==> config.mk <==
export PLATFORM = sky130hd
export DESIGN_NAME = grid_line_clear
export DESIGN_NICKNAME = d
export VERILOG_FILES = /design/src/rtl/grid_line_clear_pkg.sv /design/src/rtl/grid_line_clear.sv
export SDC_FILE = /design/constraint.sdc
export NUM_CORES = 1
export LEC_CHECK = 0
export ABC_AREA = 1
export BUFFER_PORTS_ARGS = -buffer_cell sky130_fd_sc_hd__buf_2
export CORE_ASPECT_RATIO = 1.25
export CORE_MARGIN = 8
export CORE_UTILIZATION = 30
export CTS_CLUSTER_DIAMETER = 120
export DETAILED_ROUTE_END_ITERATION = 8
export PLACE_DENSITY = 0.58
export SETUP_SLACK_MARGIN = 0.5
export SYNTH_ARGS = -nofsm -noshare
export SYNTH_HDL_FRONTEND = slang
export SYNTH_SLANG_ARGS = --single-unit
==> constraint.sdc <==
create_clock -name clk -period 2.24 [get_ports clk]
set_input_delay 0.224 -clock clk [delete_from_list [all_inputs] [get_ports clk]]
set_output_delay 0.224 -clock clk [all_outputs]
set_load 0.02 [all_outputs]
==> src/rtl/grid_line_clear_pkg.sv <==
// grid_line_clear_pkg: playfield geometry, empty-cell code and line-clear FSM encoding
package grid_line_clear_pkg;
    localparam int GRID_COLS = 10;
    localparam int GRID_ROWS = 20;
    localparam logic [7:0] EMPTY_CELL = 8'h00;
    localparam logic [2:0] S_IDLE   = 3'd0;
    localparam logic [2:0] S_SC_RD  = 3'd1;
    localparam logic [2:0] S_SC_EV  = 3'd2;
    localparam logic [2:0] S_SH_RD  = 3'd3;
    localparam logic [2:0] S_SH_WR  = 3'd4;
    localparam logic [2:0] S_CLR_WR = 3'd5;
    localparam logic [2:0] S_DONE   = 3'd6;
endpackage

==> src/rtl/grid_line_clear.sv <==
// grid_line_clear: scans the playfield bottom-up and collapses full rows through Grid_Mem port A
module grid_line_clear #(
    parameter int GRID_COLS = grid_line_clear_pkg::GRID_COLS,
    parameter int GRID_ROWS = grid_line_clear_pkg::GRID_ROWS,
    parameter int ADDR_W    = 8,
    parameter int DATA_W    = 8
) (
    input  logic              clk,
    input  logic              reset,
    input  logic              start,
    output logic              busy,
    output logic              done,
    output logic [4:0]        lines_cleared,
    output logic [ADDR_W-1:0] grid_addr,
    output logic [DATA_W-1:0] grid_wdata,
    output logic              grid_we,
    input  logic [DATA_W-1:0] grid_rdata
);
    import grid_line_clear_pkg::*;
    localparam int RW = $clog2(GRID_ROWS);
    localparam int CW = $clog2(GRID_COLS);
    localparam logic [ADDR_W-1:0] ROW_STEP = ADDR_W'(GRID_COLS);
    logic [2:0]        state;
    logic [RW-1:0]     row, dst;
    logic [CW-1:0]     col;
    logic [ADDR_W-1:0] row_base, dst_base;
    logic              last_col, cell_empty;
    assign last_col   = col == CW'(GRID_COLS - 1);
    assign cell_empty = grid_rdata == DATA_W'(EMPTY_CELL);
    // row_base tracks row*GRID_COLS and dst_base tracks dst*GRID_COLS, so no multiplier is needed
    always_ff @(posedge clk or posedge reset) begin
        if (reset) begin
            state         <= S_IDLE;
            row           <= '0;
            dst           <= '0;
            col           <= '0;
            row_base      <= '0;
            dst_base      <= '0;
            lines_cleared <= '0;
        end else begin
            case (state)
                S_IDLE: if (start) begin
                    state         <= S_SC_RD;
                    row           <= RW'(GRID_ROWS - 1);
                    row_base      <= ADDR_W'((GRID_ROWS - 1) * GRID_COLS);
                    col           <= '0;
                    lines_cleared <= '0;
                end
                S_SC_RD: state <= S_SC_EV;
                S_SC_EV: if (cell_empty) begin
                    col <= '0;
                    if (row == '0) state <= S_DONE;
                    else begin
                        row      <= row - 1'b1;
                        row_base <= row_base - ROW_STEP;
                        state    <= S_SC_RD;
                    end
                end else if (!last_col) begin
                    col   <= col + 1'b1;
                    state <= S_SC_RD;
                end else begin
                    lines_cleared <= lines_cleared + 5'(lines_cleared != 5'd31);
                    dst           <= row;
                    dst_base      <= row_base;
                    col           <= '0;
                    state         <= row == '0 ? S_CLR_WR : S_SH_RD;
                end
                S_SH_RD: state <= S_SH_WR;
                S_SH_WR: if (!last_col) begin
                    col   <= col + 1'b1;
                    state <= S_SH_RD;
                end else begin
                    col      <= '0;
                    dst      <= dst - 1'b1;
                    dst_base <= dst_base - ROW_STEP;
                    state    <= dst > RW'(1) ? S_SH_RD : S_CLR_WR;
                end
                // the same row is re-scanned afterwards since a full row may have dropped into it
                S_CLR_WR: begin
                    col <= last_col ? '0 : col + 1'b1;
                    if (last_col) state <= S_SC_RD;
                end
                S_DONE:  state <= S_IDLE;
                default: state <= S_IDLE;
            endcase
        end
    end
    always_comb begin
        busy       = state != S_IDLE;
        done       = state == S_DONE;
        grid_we    = state == S_SH_WR || state == S_CLR_WR;
        grid_wdata = state == S_SH_WR ? grid_rdata : '0;
        grid_addr  = state == S_SC_RD  ? row_base + ADDR_W'(col) :
                     state == S_SH_RD  ? dst_base - ROW_STEP + ADDR_W'(col) :
                     state == S_SH_WR  ? dst_base + ADDR_W'(col) :
                     state == S_CLR_WR ? ADDR_W'(col) : '0;
    end
endmodule

Word level (Yosys, flattened, before mapping)
Cells that the tools add are included.
{"block": "totals", "input_bits": 11, "register_bits": 38, "out_inout_bits": 24, "elab_cells": 84}
{"block": "classes", "order_cmp": 1, "eq_ne": 15, "reduce_logical": 14, "n_mux": 38, "n_addsub": 9}
{"op": "8-bit 2-to-1 mux", "n": 10}
{"op": "5-bit 2-to-1 mux", "n": 9}
{"op": "8-bit one-hot mux with 2 select lines", "n": 2}
{"op": "5-bit one-hot mux with 2 select lines", "n": 3}
{"op": "8-bit by 4-bit adder with 8-bit output", "n": 3}
{"op": "3-bit 2-to-1 mux", "n": 8}
{"op": "3-bit one-hot mux with 6 select lines", "n": 1}
{"op": "4-bit 2-to-1 mux", "n": 4}
{"op": "8-bit by 4-bit subtractor with 8-bit output (second input constant)", "n": 2}
{"op": "2-bit != test (second input constant)", "n": 7}
{"op": "4-bit one-hot mux with 3 select lines", "n": 1}
{"op": "4-bit AND reduction", "n": 3}
{"op": "5-bit by 1-bit subtractor with 5-bit output (second input constant)", "n": 2}
{"op": "3-bit equality test (second input constant)", "n": 3}
{"op": "8-bit logical NOT", "n": 1}
{"op": "3-bit by 2-bit equality test with 1-bit output (second input constant)", "n": 2}
{"op": "3-bit nonzero test", "n": 2}
{"op": "5-bit by 1-bit adder with 5-bit output", "n": 1}
{"op": "5-bit by 1-bit greater-than comparator with 1-bit output (second input constant)", "n": 1}
{"op": "5-bit logical NOT", "n": 1}
{"op": "5-bit != test (second input constant)", "n": 1}
{"op": "4-bit by 1-bit adder with 4-bit output (second input constant)", "n": 1}
{"op": "4-bit equality test (second input constant)", "n": 1}
{"op": "2-bit AND reduction", "n": 2}
{"op": "other kinds (5)", "n": 6}

Depth between registers and ports, before layout
Gate-level depths: netlist of run 1.
{"block": "logic_depth", "ltp_word": 5, "mapped_depth": 13, "mapped_depth_nobuf": 13}

Worst setup path after synthesis of run 1
Ideal clock, no wire load.
{"block": "synth_path", "path_kind": "flip-flop to output port", "startpoint": "reg dst_base[1]", "endpoint": "out grid_addr[4]", "path_stages_with_launch": 12, "n_path_buf": 0, "required_ns": 2.016, "arrival_time_ns": 1.950, "path_slack_ns": 0.066, "path_cell_list": "dfrtp_1 > inv_1 > ha_1 > inv_1 > ha_1 > inv_1 > nor2_1 > o21ai_0 > nand2_1 > nand2_1 > nand2_1 > o221ai_1"}
{"block": "synth_via", "elab_chain_cells": 4, "word_cells_on_any_way": 6, "cone_classes": "3 x add/sub; 3 x mux"}
{"element": "start: declaration", "line": "grid_line_clear.sv:26", "source": "logic [ADDR_W-1:0] row_base, dst_base;"}
{"element": "start signal: assignment", "line": "grid_line_clear.sv:64", "source": "dst_base <= row_base;"}
{"element": "start signal: assignment", "line": "grid_line_clear.sv:75", "source": "dst_base <= dst_base - ROW_STEP;"}
{"element": "8-bit by 4-bit subtractor with 8-bit output or 8-bit by 4-bit adder with 8-bit output (tied branches)", "line": "grid_line_clear.sv:94, grid_line_clear.sv:95"}
{"element": "8-bit by 4-bit adder with 8-bit output or 8-bit 2-to-1 mux (tied branches)", "line": "grid_line_clear.sv:94, grid_line_clear.sv:95"}
{"element": "8-bit 2-to-1 mux (*)", "line": "grid_line_clear.sv:94", "source": "state == S_SH_RD ? dst_base - ROW_STEP + ADDR_W'(col) :"}
{"element": "8-bit 2-to-1 mux (*)", "line": "grid_line_clear.sv:93", "source": "grid_addr = state == S_SC_RD ? row_base + ADDR_W'(col) :"}
{"element": "end: declaration", "line": "grid_line_clear.sv:14", "source": "output logic [ADDR_W-1:0] grid_addr,"}
Mark *: on every way between the ends. The rest lies on a longest branch, timed or not.

Worst setup path after layout of run 1
{"block": "layout_path", "startpoint": "reg dst_base[2]", "endpoint": "out grid_addr[7]"}
Same word-level chain as after synthesis.

==> flow_summary.yaml, run 1 <==
power:
  cellLeakagePower_nw: 1.97
  seqPwrFrac_pct: 19.2
  power_density_nw_per_um2: 1280
  design_power_total_mw: 5.16
  clockPowerShare_pct: 13.9
  switching_share_of_total_power_pct: 46.7
  p_sw_mw: 2.41
  peakVddDrop_mv: 0.460
  power_report.internal_total_mw: 2.75
  combinational_share_of_power_pct: 66.9
floorplan:
  core.rowCount: 40
  core_area_um2: 9610
  chipHeight_um: 127
  floorplan.initialDensity_pct: 30.9
  die-area_um2: 13400
  ioPinCount: 35
  chipWidth_um: 105
setup_path:
  worst_flop_to_flop_path_startpoint: "dst_base[2]"
  setup.worst_path.class: "reg2out"
  timing.rr.end: "dst_base[3]"
  reg2reg_setup_slack_ns: 0.12
  crit_fanout: 3
  setup.worst_path.start: "dst_base[2]"
  worst_setup_path_end_kind: "primary output"
  timing.critical_path.from_type: "flip-flop"
  worstRegToRegCells: 18
  slowest_stage: "dfrtp_1"
  worstPathArrival_ns: 2.11
  crit_path_cell_trace: "inv_2 -> ha_4 -> inv_4 -> ha_4 -> nand3_2 -> nand3_2 -> nand2_2 -> a21oi_4 -> nand4_1 -> nand3_1 -> nand3_2 -> buf_6"
  cpPeakStageDelay_ns: 0.36
  worst_ep_required_time_ns: 2.02
  crit_path_end: "grid_addr[7]"
  critical_path.most_common_cell: "nand3_2"
detailed_routing:
  drt_wl_total_um: 9190
  wire_per_inst_um: 14.8
  initial_drt_markers: 173
  routed_antenna_nets: 0
  detailroute.via_count: 3138
  drc: 0
  drt_pass1_iterations: 4
  detail_route.vias_per_cell: 5.06
sta:
  final_min_period_over_clock_period_pct: 104
  finClkSkew_ns: 0.00577
  setup_repair_after_global_routing_missed_its_margin: "yes"
  timing.fmax_ghz: 0.428
  post-route-min-period_ns: 2.34
  finalMaxSlewViolations: 0
  finalHoldViolCount: 0
  final_critical_path_setup_slack_ns: -0.0952
  worst-slew-pin-transition_ns: 0.548
  setup_viol: 4
  timing.hold.ws_ns: 0.0587
  totalNegativeSetupSlack_ns: -0.317
  worst_slew_margin_rel_pct: 63.4
yosys:
  netlist_top_cells_area: "dfrtp_1 31%, nand2_1 10%, ha_1 8.4%"
  postSynthRegisterBits: 37
  yosysMostFrequentCell: "nand2_1"
  yosysWarnings: 0
  synth_compound_area_share_pct: 16.4
  postSynthNetCount: 453
  asyncSetResetFlopFracSynth_pct: 100
  synth_commonest_cells: "81 x nand2_1, 65 x inv_1, 40 x nand3_1"
  synthesis.instances: 420
  synth_mux_area_share_pct: 0
  synthSimpleGateAreaFrac_pct: 30.4
  synth_seq_area_share_pct: 31.2
  post_synth.cell_area_avg_um2: 7.07
  synth_largest_area_cell: "dfrtp_1"
  synth_top_family_by_area: "simple AND/OR/NAND/NOR gates"
  synth_xor_area_share_pct: 1.47
  netlist_area_um2: 2970
  netlist.area_leader.share_pct: 31.2
  synth-edff-count: 0
  synth_ff_type: "dfrtp_1"
  count_of_different_cell_masters_after_synthesis: 38
  synthAdderAreaFrac_pct: 9.77
final_layout:
  final_net_count: 526
  layout-drive-gt1-share_pct: 30.6
  antenna_cells: 0
  synth_to_final_area_change_pct: 35.7
  final_cell_area_um2: 4030
  final_core_util_pct: 41.9
  layoutNonFillerInstCount: 620
placed_design:
  place.gp.congestion: 0.834
  placed_cells_incl_taps: 584
  place.port_buffers: 34
  dpl_cell_area_um2: 3430
  pre_cts_slack_ns: 0.0955
  post-dp-hpwl_um: 6230
clock_network:
  clockBufferDepth: 2
  insertion_delay_ns: 0.28
  cts_tree: "yes"
  cts-buffers-inserted: 5
  holdBufCountCts: 0
  ctsRootBufferMaster: "clkbuf_16"
  clkSinkCount: 37
  cts.htree.levels: 2
  clock_slew_seen_by_the_registers_of_the_worst_setup_and_hold_paths_ns: 0.06
grt:
  grt.overflow.total: 0
  grt_start_max_net_pins: 38
  track_usage_pct: 13.3
  grt_pass1_vias: 3098
  first_pass_grt_wire_length_um: 14600
  number_of_antenna_violations_at_the_first_check_in_global_routing: 0
min_path:
  hp-class: "in2async"
job:
  max_cap_viol_count: 0
outcome:
  violations: "setup timing"
  run_status: "complete, but fails checks"
## critical path, delay by kind of cell, from the launching register on
kind                     cells  cell delay, ns
adder cells (fa/ha/maj)      2            0.54
buffers and inverters        3            0.23
flip-flops                   1            0.36
AO/OA/AOI/OAI                1            0.19
AND/OR/NAND/NOR              6            0.50
## cell families after synthesis
family	Yosys count
simple gates	195
compound gates	84
buf+inv	77
flops	37
fa+ha+maj	22
xor+xnor	5
## registers in the layout, indices dropped and copies added (netlist names)
register and flops:
dst_base 8, row_base 7, dst 5, lines_cleared 5
row 5, col 4, state 3
## routing by layer
layer	vias up	wire length, um	global-route usage (%)
met5	-	0	0
met4	0	230	6.40
met3	24	287	2.72
met2	64	4970	25.1
met1	1498	3700	13.6
li1	1552	-	-
## placed cells by master, fill, tap and decap left out, drive strengths merged, types with 3 or more instances in the layout
cell type / Yosys / layout
nand2: 86 / 87
buf: 8 / 72
inv: 67 / 67
nor2: 43 / 43
nand3: 42 / 42
o21ai: 39 / 41
dfrtp: 37 / 37
a21oi: 22 / 22
ha: 20 / 20
nand4: 13 / 13
o211ai: 9 / 9
xor2: 5 / 5
nor3: 5 / 5
clkbuf: 1 / 5
clkinvlp: 0 / 4
or2: 4 / 4
o22ai: 3 / 3
o2111ai: 3 / 3
## how the worst min path moves through the flow
stage / start / endpoint / slack [ns] / depth (start not counted)
final: reset / row_base[7] / 0.06 / 3
after global routing: reset / row_base[7] / 0.13 / 3
after CTS: reset / row[2] / 0.09 / 3
after detailed placement: reset / row_base[5] / 0.39 / 3
after global placement: reset / row[1] / 0.39 / 3
after floorplan: reset / col[0] / 0.40 / 1
## power by group through the flow
stage / Sequential [mW] / Clock [mW] / Combinational (mW)
2_1_floorplan: 0.963 / 0 / 1.79
3_3_place_gp: 0.978 / 0 / 2.43
3_5_place_dp: 0.984 / 0 / 2.45
4_1_cts: 0.987 / 0.729 / 3.23
5_1_grt: 1.01 / 0.753 / 3.76
6_report: 0.991 / 0.716 / 3.45
## final cells by class
class | instances | area, um^2
clock inverter | 3 | 22.5
multi-input combinational | 309 | 1980
fill | 993 | 5580
clock buffer | 5 | 125
tap | 126 | 158
inverter | 68 | 267
sequential | 37 | 928
timing repair buffer | 72 | 548
## timing repair
item,4_1_cts,5_1_grt
setup endpoints to repair,23,27
gates resized for setup,54,17
gates cloned,1,2
hold endpoints to repair,0,0
setup buffers,18,7
pin swaps,22,18
No activity file was read; power rests on OpenSTA's default activity.
==> inputs of run 2 (changes only) <==
Settings changed: ABC_AREA 1 to unset.
==> run 2 against run 1 <==
Compared with the run above:
- the run still ends with setup timing left
- wire length rose by 9.3%
- count of clock-buffer cells in the layout rose by 2
- die area fell by 1.6%
- highest routed layer unchanged
- critical endpoint unchanged
==> flow_summary.yaml, run 2 <==
placed_design:
  post-dp-hpwl_um: 6550
  place.gp.congestion: 0.841
  pre_cts_slack_ns: -0.133
  placed_cells_incl_taps: 547
  place.port_buffers: 34
detailed_routing:
  wire_per_inst_um: 16.9
  initial_drt_markers: 172
  drt_pass1_iterations: 4
  drt_wl_total_um: 10000
  detail_route.vias_per_cell: 5.12
  drc: 0
  detailroute.via_count: 3035
  routed_antenna_nets: 0
power:
  power_density_nw_per_um2: 1090
  cellLeakagePower_nw: 2.10
  peakVddDrop_mv: 0.609
yosys:
  yosysMostFrequentCell: "nand2_1"
  netlist_top_cells_area: "dfrtp_1 32%, ha_1 8.6%, o21ai_0 6.3%"
  post_synth.cell_area_avg_um2: 8.19
  synthesis.instances: 356
  netlist.area_leader.share_pct: 31.7
  yosysWarnings: 0
  count_of_different_cell_masters_after_synthesis: 53
  synth_largest_area_cell: "dfrtp_1"
  synth_seq_area_share_pct: 31.7
  synth_ff_type: "dfrtp_1"
  synth_commonest_cells: "38 x nand2_1, 37 x dfrtp_1, 37 x o21ai_0"
  synth-edff-count: 0
  postSynthRegisterBits: 37
  asyncSetResetFlopFracSynth_pct: 100
  netlist_area_um2: 2920
  postSynthNetCount: 389
clock_network:
  ctsRootBufferMaster: "clkbuf_16"
  cts_tree: "yes"
  insertion_delay_ns: 0.29
  clockBufferDepth: 2
  clkSinkCount: 37
  cts-buffers-inserted: 5
  clock_slew_seen_by_the_registers_of_the_worst_setup_and_hold_paths_ns: 0.07
  cts.htree.levels: 2
setup_path:
  timing.critical_path.from_type: "flip-flop"
  crit_path_cell_trace: "inv_4 -> ha_4 -> xnor2_2 -> ha_1 -> o21ai_2 -> o21ai_2 -> o311ai_2 -> xnor2_1 -> a21oi_1 -> a2bb2oi_2 -> buf_6"
  worst_flop_to_flop_path_startpoint: "state[1]"
  worst_setup_path_end_kind: "primary output"
  setup.worst_path.start: "dst_base[1]"
  crit_fanout: 4
  worstPathArrival_ns: 2.36
  reg2reg_setup_slack_ns: 0.32
  worst_ep_required_time_ns: 2.02
  worstRegToRegCells: 8
  setup.worst_path.class: "reg2out"
  critical_path.most_common_cell: "o21ai_2"
  cpPeakStageDelay_ns: 0.38
  timing.rr.end: "row[4]"
  slowest_stage: "dfrtp_2"
grt:
  number_of_antenna_violations_at_the_first_check_in_global_routing: 0
  track_usage_pct: 13.0
  grt_start_max_net_pins: 38
  grt.overflow.total: 0
  first_pass_grt_wire_length_um: 13900
  grt_pass1_vias: 2853
floorplan:
  chipWidth_um: 104
  chipHeight_um: 126
  ioPinCount: 35
  floorplan.initialDensity_pct: 30.5
  die-area_um2: 13200
  core_area_um2: 9560
  core.rowCount: 40
job:
  max_cap_viol_count: 0
outcome:
  run_status: "complete, but fails checks"
  violations: "setup timing"
sta:
  finClkSkew_ns: 0.00993
  setup_repair_after_global_routing_missed_its_margin: "yes"
  worst-slew-pin-transition_ns: 0.521
  final_min_period_over_clock_period_pct: 115
  worst_slew_margin_rel_pct: 65.3
  timing.fmax_ghz: 0.387
  finalHoldViolCount: 0
  final_critical_path_setup_slack_ns: -0.343
  setup_viol: 6
  finalMaxSlewViolations: 0
  post-route-min-period_ns: 2.58
final_layout:
  mostFrequentLayoutCells: "61 x buf_4, 37 x buf_6, 33 x nand2_1, 33 x dfrtp_1, 26 x nor2_1"
  layoutNonFillerInstCount: 593
  synth_to_final_area_change_pct: 59.8
  flip_flop_count_of_the_largest_register_all_copies_and_words_added: 8
  final_net_count: 499
  layout-drive-gt1-share_pct: 46.7
  mostFrequentLayoutCell: "buf_4"
  largest_register_by_flop_count: "dst_base"
  antenna_cells: 0
  reg.largest.list: "dst_base: 8 flops, row_base: 7 flops"
min_path:
  hp-class: "in2async"
[run 2: metal layers]
layer / wire [um] / share of wire, % / vias up / track usage (%)
li1: - / - / 1469 / -
met1: 3940 / 39 / 1489 / 14.1
met3: 230 / 2.3 / 17 / 1.68
met2: 5650 / 56 / 60 / 25.3
met5: 0 / 0 / - / 0
met4: 210 / 2.1 / 0 / 3.93
[run 2: metrics by stage]
step	cell area, um^2	hold slack [ns]	setup TNS, ns	power [mW]	utilization, %
6_report	4660	0.0540	-1.64	5.06	48.7
5_1_grt	4660	0.105	-2.26	5.32	48.7
4_1_cts	4040	0.0632	-1.70	4.31	42.3
3_5_place_dp	3640	0.379	-0.442	3.22	38.0
3_3_place_gp	3640	0.376	-0.326	3.19	38.0
2_1_floorplan	3030	0.404	0	2.37	-
[run 2: repair_timing]
action,CTS,global route
cloned,0,5
hold buffers,0,0
pin swaps,21,39
setup endpoints to repair,49,44
setup buffers,10,23
resized for setup,50,118
[run 2: critical path, delay by kind of cell (launching register included)]
family                   cells  cell delay [ns]
adder cells (fa/ha/maj)      2             0.48
XOR/XNOR                     2             0.28
AO/OA/AOI/OAI                5             0.74
flip-flops                   1             0.38
buffers and inverters        2             0.18
[run 2: cell families after synthesis]
kind of cell | share of synthesized area, %
XOR/XNOR | 8.71
adder cells (fa/ha/maj) | 9.95
AO/OA/AOI/OAI | 19.8
AND/OR/NAND/NOR | 23.3
flip-flops | 31.7
buffers and inverters | 5.02
multiplexers | 1.42
[run 2: worst max-delay path by stage]
stage                        end  depth (start not counted)
finish              grid_addr[7]                         11
global route        grid_addr[5]                         11
CTS                 grid_addr[7]                         11
detailed placement  grid_addr[7]                         11
global placement    grid_addr[7]                         10
floorplan           grid_addr[7]                         10
[run 2: power by group]
group / switching (mW) / internal, mW / leakage [nW] / total, mW
clock network: 0.301 / 0.478 / 0.0805 / 0.778
registers: 0.114 / 0.759 / 0.459 / 0.873
logic: 1.72 / 1.69 / 1.56 / 3.41
total: 2.13 / 2.93 / 2.10 / 5.06
[run 2: cell type report]
| class | count | area, um^2 |
|---|---|---|
| fill | 866 | 4900 |
| inverter | 19 | 81.3 |
| tap | 126 | 158 |
| clock inverter | 1 | 8.76 |
| timing repair buffer | 120 | 1040 |
| sequential | 37 | 931 |
| clock buffer | 7 | 153 |
| multi-input combinational | 283 | 2290 |
